==> config.mk <==
export PLATFORM = sky130hd
export DESIGN_NAME = copy_port_arbiter
export DESIGN_NICKNAME = d
export VERILOG_FILES = /design/src/rtl/copy_port_arbiter.sv
export SDC_FILE = /design/constraint.sdc
export NUM_CORES = 1
export LEC_CHECK = 0
export CAP_MARGIN = 40
export CORE_MARGIN = 2
export CORE_UTILIZATION = 40
export DETAILED_ROUTE_END_ITERATION = 16
export PLACE_DENSITY_LB_ADDON = 0.25
export RECOVER_POWER = 100
export SYNTH_ARGS = -nofsm -noshare
export SYNTH_HDL_FRONTEND = slang
export SYNTH_SLANG_ARGS = --single-unit
==> constraint.sdc <==
create_clock -name clk_sys -period 3.54 [get_ports clk_sys]
set_input_delay 1.062 -clock clk_sys [delete_from_list [all_inputs] [get_ports clk_sys]]
set_output_delay 1.062 -clock clk_sys [all_outputs]
set_load 0.03 [all_outputs]
==> src/rtl/copy_port_arbiter.sv <==
// Arbitrates the shared 25-bit copy/memory port between loader (0), disk (1) and tape (2).
// Each access runs setup/strobe/strobe/release; ack and read data appear 3 ce edges after the op pulse.
module copy_port_arbiter #(
  parameter int BURST_MAX = 256
) (
  input  logic        clk_sys,
  input  logic        reset_n,
  input  logic        ce_cpu_p,
  input  logic [2:0]  r_req,
  output logic [2:0]  r_gnt,
  input  logic [2:0]  r_rd,
  input  logic [2:0]  r_we,
  input  logic [2:0]  r_virt,
  input  logic [74:0] r_addr,
  input  logic [47:0] r_dout,
  output logic [15:0] r_din,
  output logic [2:0]  r_ack,
  output logic [24:0] m_addr,
  output logic [15:0] m_dout,
  input  logic [15:0] m_din,
  output logic        m_we,
  output logic        m_rd,
  output logic        m_virt,
  output logic        busy
);

  localparam int CW = $clog2(BURST_MAX + 1);
  localparam logic [CW-1:0] BMAX = CW'(BURST_MAX);

  typedef enum logic [2:0] {
    IDLE  = 3'd0,
    HOLD  = 3'd1,
    SETUP = 3'd2,
    STRB1 = 3'd3,
    STRB2 = 3'd4
  } state_t;

  state_t        state_q, state_d;
  logic [1:0]    owner_q, owner_d;
  logic [2:0]    gnt_q, gnt_d;
  logic [1:0]    rr_q, rr_d;
  logic [CW-1:0] cnt_q, cnt_d;
  logic          is_wr_q, is_wr_d;
  logic [2:0]    ack_q, ack_d;
  logic [15:0]   din_q, din_d;
  logic [24:0]   addr_q, addr_d;
  logic [15:0]   dout_q, dout_d;
  logic          virt_q, virt_d;
  logic          we_q, we_d;
  logic          rd_q, rd_d;

  // Per-owner view of the requester slots.
  logic [24:0] sel_addr;
  logic [15:0] sel_dout;
  logic        sel_virt;
  logic        sel_we;
  logic        sel_rd;
  logic        sel_req;
  logic        others_req;

  always_comb begin
    sel_addr = r_addr[24:0];
    sel_dout = r_dout[15:0];
    sel_virt = r_virt[0];
    sel_we   = r_we[0];
    sel_rd   = r_rd[0];
    sel_req  = r_req[0];
    case (owner_q)
      2'd1: begin
        sel_addr = r_addr[49:25];
        sel_dout = r_dout[31:16];
        sel_virt = r_virt[1];
        sel_we   = r_we[1];
        sel_rd   = r_rd[1];
        sel_req  = r_req[1];
      end
      2'd2: begin
        sel_addr = r_addr[74:50];
        sel_dout = r_dout[47:32];
        sel_virt = r_virt[2];
        sel_we   = r_we[2];
        sel_rd   = r_rd[2];
        sel_req  = r_req[2];
      end
      default: ;
    endcase
  end

  assign others_req = |(r_req & ~gnt_q);

  always_comb begin
    state_d = state_q;
    owner_d = owner_q;
    gnt_d   = gnt_q;
    rr_d    = rr_q;
    cnt_d   = cnt_q;
    is_wr_d = is_wr_q;
    ack_d   = 3'b000;
    din_d   = din_q;
    addr_d  = addr_q;
    dout_d  = dout_q;
    virt_d  = virt_q;
    we_d    = we_q;
    rd_d    = rd_q;

    case (state_q)
      IDLE: begin
        if (r_req[0]) begin
          gnt_d   = 3'b001;
          owner_d = 2'd0;
          cnt_d   = '0;
          state_d = HOLD;
        end else if (r_req[2:1] != 2'b00) begin
          // rr_q names the preferred disk/tape requester; the loser becomes preferred next time.
          if (r_req[1] && (!r_req[2] || rr_q == 2'd1)) begin
            gnt_d   = 3'b010;
            owner_d = 2'd1;
            rr_d    = 2'd2;
          end else begin
            gnt_d   = 3'b100;
            owner_d = 2'd2;
            rr_d    = 2'd1;
          end
          cnt_d   = '0;
          state_d = HOLD;
        end
      end

      HOLD: begin
        if (sel_we || sel_rd) begin
          addr_d  = sel_addr;
          dout_d  = sel_dout;
          virt_d  = sel_virt;
          is_wr_d = sel_we;
          state_d = SETUP;
        end else if (!sel_req || (cnt_q == BMAX && others_req)) begin
          gnt_d   = 3'b000;
          state_d = IDLE;
        end
      end

      SETUP: begin
        we_d    = is_wr_q;
        rd_d    = !is_wr_q;
        state_d = STRB1;
      end

      STRB1: state_d = STRB2;

      STRB2: begin
        we_d  = 1'b0;
        rd_d  = 1'b0;
        ack_d = gnt_q;
        if (!is_wr_q) din_d = m_din;
        if (cnt_q != BMAX) cnt_d = cnt_q + CW'(1);
        state_d = HOLD;
      end

      default: state_d = IDLE;
    endcase
  end

  always_ff @(posedge clk_sys or negedge reset_n) begin
    if (!reset_n) begin
      state_q <= IDLE;
      owner_q <= 2'd0;
      gnt_q   <= 3'b000;
      rr_q    <= 2'd1;
      cnt_q   <= '0;
      is_wr_q <= 1'b0;
      ack_q   <= 3'b000;
      din_q   <= 16'h0000;
      addr_q  <= 25'h0;
      dout_q  <= 16'h0000;
      virt_q  <= 1'b0;
      we_q    <= 1'b0;
      rd_q    <= 1'b0;
    end else if (ce_cpu_p) begin
      state_q <= state_d;
      owner_q <= owner_d;
      gnt_q   <= gnt_d;
      rr_q    <= rr_d;
      cnt_q   <= cnt_d;
      is_wr_q <= is_wr_d;
      ack_q   <= ack_d;
      din_q   <= din_d;
      addr_q  <= addr_d;
      dout_q  <= dout_d;
      virt_q  <= virt_d;
      we_q    <= we_d;
      rd_q    <= rd_d;
    end
  end

  assign r_gnt  = gnt_q;
  assign r_ack  = ack_q;
  assign r_din  = din_q;
  assign m_addr = addr_q;
  assign m_dout = dout_q;
  assign m_virt = virt_q;
  assign m_we   = we_q;
  assign m_rd   = rd_q;
  assign busy   = |gnt_q;

endmodule

Word-level counts from Yosys, hierarchy flattened
Cells that the tools add are included.

Add/subtract/negate cells: 1. Eq/ne operators: 14. Muxes and demuxes: 27. Bitwise operators: 4. Reduce and logical (&&, ||, !) cells: 24.

Operator list (number): case mux 25 bit (2 select lines) (1); case mux 16 bit (2 select lines) (1); 2-to-1 mux 3 bit (9); 2-to-1 mux 9 bit (3); case mux 9 bit (2 select lines) (1); case mux 3 bit (5 select lines) (1); case mux 1 bit (2 select lines) (6); AND reduction 3 bit (4); nonzero test 2 bit (5); adder 9 x 1 -> 9 bit (second input constant) (1); equality test 9 bit (second input constant) (1); inequality test 9 bit (second input constant) (1); 2-to-1 mux 2 bit (4); AND reduction 4 bit (2); equality test 3 x 2 -> 1 bit (second input constant) (2); inequality test 2 bit (second input constant) (3); inequality test 3 bit (second input constant) (2); case mux 3 bit (2 select lines) (1); OR reduction 3 bit (2); AND reduction 5 bit (1); equality test 2 x 1 -> 1 bit (second input constant) (2); AND 3 bit (1); equality test 3 x 1 -> 1 bit (second input constant) (1); equality test 3 bit (second input constant) (1); other kinds (8) (14).

Register bits after elaboration: 83. Input port bits: 154. Output and inout port bits: 67. Word-level logic and storage cells: 83.

Depth between registers and ports, before layout
Depth in word-level cells: 8. Gate-level depth with buffers: 9. Mapped depth without buffers: 6.

Worst setup path after synthesis
No wires, ideal clock.

Path type: input -> register. Start: input port ce_cpu_p. End: register din_q[10], in the netlist r_din[10]. Setup time: 0.128 ns. Arrival: 2.345 ns. Data required time: 3.412 ns. Setup slack: 1.067 ns. Stages: 6. Path buffers: 3. Cell sequence: buf_2 nand2b_4 or4_1 buf_2 buf_2 mux2_1.

Longest elaborated chain between the ends: 1.

Ends and longest elaborated chain: from (decl) (RTL line 8) `input logic ce_cpu_p,`; AND reduction 3 bit (no line); to (signal assigned) (RTL line 186) `din_q <= din_d;`; to (decl) (RTL line 45) `logic [15:0] din_q, din_d;`.

No other way between the ends. A chain may end at the register's enable or synchronous reset.

Worst setup path in the final report
Start: input port r_req[2]. End: register state_q[2].

Longest elaborated chain between the ends: 6. Elaborated cells between the ends (all ways): 10. Classes of those cells: eq/ne (2); mux (1); bitwise (1); reduce/logical (6).

Ends and longest elaborated chain: from (decl) (RTL line 9) `input logic [2:0] r_req,`; AND 3 bit (RTL line 89) `assign others_req = |(r_req & ~gnt_q);`; OR reduction 3 bit (RTL line 89); logical AND 1 bit (RTL line 136) `end else if (!sel_req || (cnt_q == BMAX && others_req)) begin`; logical OR 1 bit (RTL line 136); inequality test 3 bit (no line); AND reduction 3 bit (no line) (*); to (signal assigned) (RTL line 179) `state_q <= state_d;`; to (decl) (RTL line 38) `state_t state_q, state_d;`.

Mark *: on every way between the ends. The rest lies on a longest branch, timed or not.

==> results.toml <==
[power]
power_report.internal_total_uw = 3190
p_switching_uw = 2440
leakagePower_uw = 0.00300
pwr-share-clk_pct = 18.4
power_switching_share_pct = 43.4
report.power.total_uw = 5640
pwr-share-comb_pct = 52.8
cellPowerDensity_mw_per_mm2 = 802
peakVddDrop_v = 0.000509
pwr-share-seq_pct = 28.8

[logic_synthesis]
mappedNetlistArea_mm2 = 0.00457
synthesis.area_per_instance_um2 = 10.7
post_synth_inst_count = 429
seq_area_frac_synth_pct = 45.4
syn-num-nets = 587
ys_seq_elements = 83
primary_flip_flop_cell_chosen_by_synthesis_mapping = "sky130_fd_sc_hd__dfrtp_1"
synth_edf_count = 0
synth-async-reset-ratio_pct = 100
synthDistinctLibCells = 48
yosysWarningCount = 0

[clocking]
post_cts.repair.setup_buffers = 0
cts_tree = "done"
clock_tree.htree_level_count = 3
clock_root_buffer = "sky130_fd_sc_hd__clkbuf_16"
path_clk_slew_ns = 0.07
ctsHoldBuffers = 0
tritoncts_num_sinks = 83
worstSkewPairLatency_ns = 0.34
clockBufferDepth = 2
cts_resized = 0
cts_made_buffers = 9

[outcome]
outcome = "finished, violations left"
failed_checks = "max-capacitance violations, max-slew violations"

[layout]
flow.area_growth_from_synthesis_pct = 53.8
post_layout_nonfiller_instances = 783
fin_area_mm2 = 0.00703
final_common_cell = "sky130_fd_sc_hd__clkdlybuf4s50_1"
drive_above_1_share_pct = 6.41
layout_common_cells = "sky130_fd_sc_hd__clkdlybuf4s50_1, sky130_fd_sc_hd__dfrtp_1, sky130_fd_sc_hd__dlygate4sd3_1"
antenna_cells = 0
finish.net_count = 793

[placed_design]
port-buffer-count = 220
finalWeightedCongestion = 0.861
detailed_placer_s_ending_hpwl_mm = 10.2
place_ws_ns = 0.428
dpl_cell_area_mm2 = 0.00687
placed_cells = 767

[setup_path]
worst_ep_required_time_ns = 3.75
endpoint_kind = "register"
startpoint_type = "input pin"
worst_r2r_startpoint = "owner_q[0]"
ff2ff_path_depth = 7
regToRegSetupSlack_ns = 0.79
timing.critical_path.fanout_max = 7
worst-endpoint-arrival_ns = 3.23
crit-reg2reg-capture = "state_q[2]"
critPathKind = "in -> reg"

[timing]
finalMaxSlewViolations = 34
skew_ns = 0.0101
grt_setup_unrepaired = "no"
final_critical_path_setup_slack_ns = 0.525
hold_viol = 0
worst_slew_pin_slew_ns = 1.88
maximum_clock_frequency_ghz = 0.332
relSlewSlack_pct = -25.0
final_critical_delay_including_setup_and_external_delays_ns = 3.02
report.final.setup_viol = 0
tns_ns = 0
fin_crit_sh_pct = 85.2

[die]
placeableCoreArea_mm2 = 0.0113
chipWidth_um = 111
count_of_pins_on_the_block_boundary = 221
fp.dieH_um = 111
fp.dieArea_mm2 = 0.0123
initial_core_utilization_pct = 40.6
floorplan.rows = 39

[flow_run]
cap_violations = 1

[route]
drtIter0Drc = 270
drt-wirelength-per-cell_um = 17.2
dr_total_vias = 4205
drt_pre_antenna_iters = 4
postRouteWirelength_mm = 13.5
drc_errors = 0
ant_nets = 0
detail_route.vias_per_cell = 5.37

[min_path]
hold_path.startpoint = "r_din[11]"
hold_end = "r_din[11]"
whs_path_depth = 1
hold_path_class = "reg -> reg"

[grt]
grt_pass1_wl_mm = 21.5
grt_max_degree = 77
global_route.usage.total_pct = 21.6
vias_in_the_first_global_route = 4168
grt_antenna_before_repair = 0
grt_overflow_total = 0
[layer usage]
layer / vias to the layer above / part of all wire (%) / GRT usage (%)
met3: 18 / 5.1 / 3.77
met2: 146 / 51 / 36.6
met1: 2053 / 42 / 28.5
met5: - / 0 / 0
li1: 1988 / - / -
met4: 0 / 1.7 / 6.25
[per-stage QoR]
stage,hold WS (ns),utilization (%)
2_1_floorplan,0.513,-
3_3_place_gp,0.472,60.7
3_5_place_dp,0.481,60.9
4_1_cts,0.498,63.9
5_1_grt,0.509,62.4
6_report,0.486,62.4
[worst max-delay path by stage]
| stage | from | end | slack (ns) | cells after the start |
|---|---|---|---|---|
| after floorplan | ce_cpu_p | r_din[10] | 1.07 | 6 |
| after global placement | r_we[2] | m_dout[6] | 0.45 | 6 |
| after detailed placement | r_we[2] | m_dout[5] | 0.43 | 6 |
| after CTS | r_gnt[0] | busy | 0.71 | 2 |
| after global routing | r_req[2] | state_q[2] | 0.43 | 5 |
| final | r_req[2] | state_q[2] | 0.52 | 5 |
[synth_stat cells (all sizes together) (2+ instances only)]
master	count	area, um^2
or4	7	52.6
a221oi	3	26.3
nor4	5	31.3
a211o	2	17.5
nor2	5	18.8
a21oi	10	50.1
ha	4	50.1
a31oi	2	12.5
nor2b	6	45.0
nand3	5	25.0
mux2	61	837
or3	3	18.8
mux2i	2	20.0
dfrtp	82	2050
o22ai	4	25.0
a22oi	42	315
and3	2	12.5
a21bo	2	20.0
clkbuf	16	60.1
o31ai	5	37.5
buf	17	121
nand2b	5	38.8
nand4	2	12.5
o21ai	49	245
a31o	2	17.5
inv	16	60.1
nand2	56	210
[kinds of logic after synthesis]
family / synth area share (%)
AND/OR/NAND/NOR: 10.7
buffers and inverters: 5.28
adder cells (fa/ha/maj): 1.09
AO/OA/AOI/OAI: 18.7
flip-flops: 45.4
multiplexers: 18.7
[area by class of cell]
type | instances | area (um^2)
flip-flops and latches | 83 | 2080
inverters | 16 | 60.1
clock buffers | 9 | 225
clock inverters | 7 | 104
fillers | 962 | 4240
repair buffers | 228 | 2280
well taps | 143 | 179
multi-input cells | 297 | 2100
[sequential cells by signal (all words and copies together) (netlist names)]
| name | count |
|---|---|
| m_addr | 25 |
| m_dout | 16 |
| r_din | 16 |
| cnt_q | 9 |
| r_ack | 3 |
| r_gnt | 3 |
| state_q | 3 |
| owner_q | 2 |
| rr_q | 2 |
| is_wr_q | 1 |
| m_rd | 1 |
| m_virt | 1 |
| m_we | 1 |
[critical path, cell delays in order]
cell	delay (ns)
sky130_fd_sc_hd__dlygate4sd3_1	0.68
sky130_fd_sc_hd__a221oi_1	0.13
sky130_fd_sc_hd__a2111oi_0	0.71
sky130_fd_sc_hd__a31o_2	0.30
sky130_fd_sc_hd__mux2_1	0.34
[power by group through the flow]
stage          combinational (uW)  sequential (uW)  clock, uW
2_1_floorplan                1540             2250          0
3_3_place_gp                 3300             1640          0
3_5_place_dp                 3390             1660          0
4_1_cts                      3400             1650       1060
5_1_grt                      3190             1680       1100
6_report                     2980             1620       1040
No activity file was read; power rests on OpenSTA's default activity.
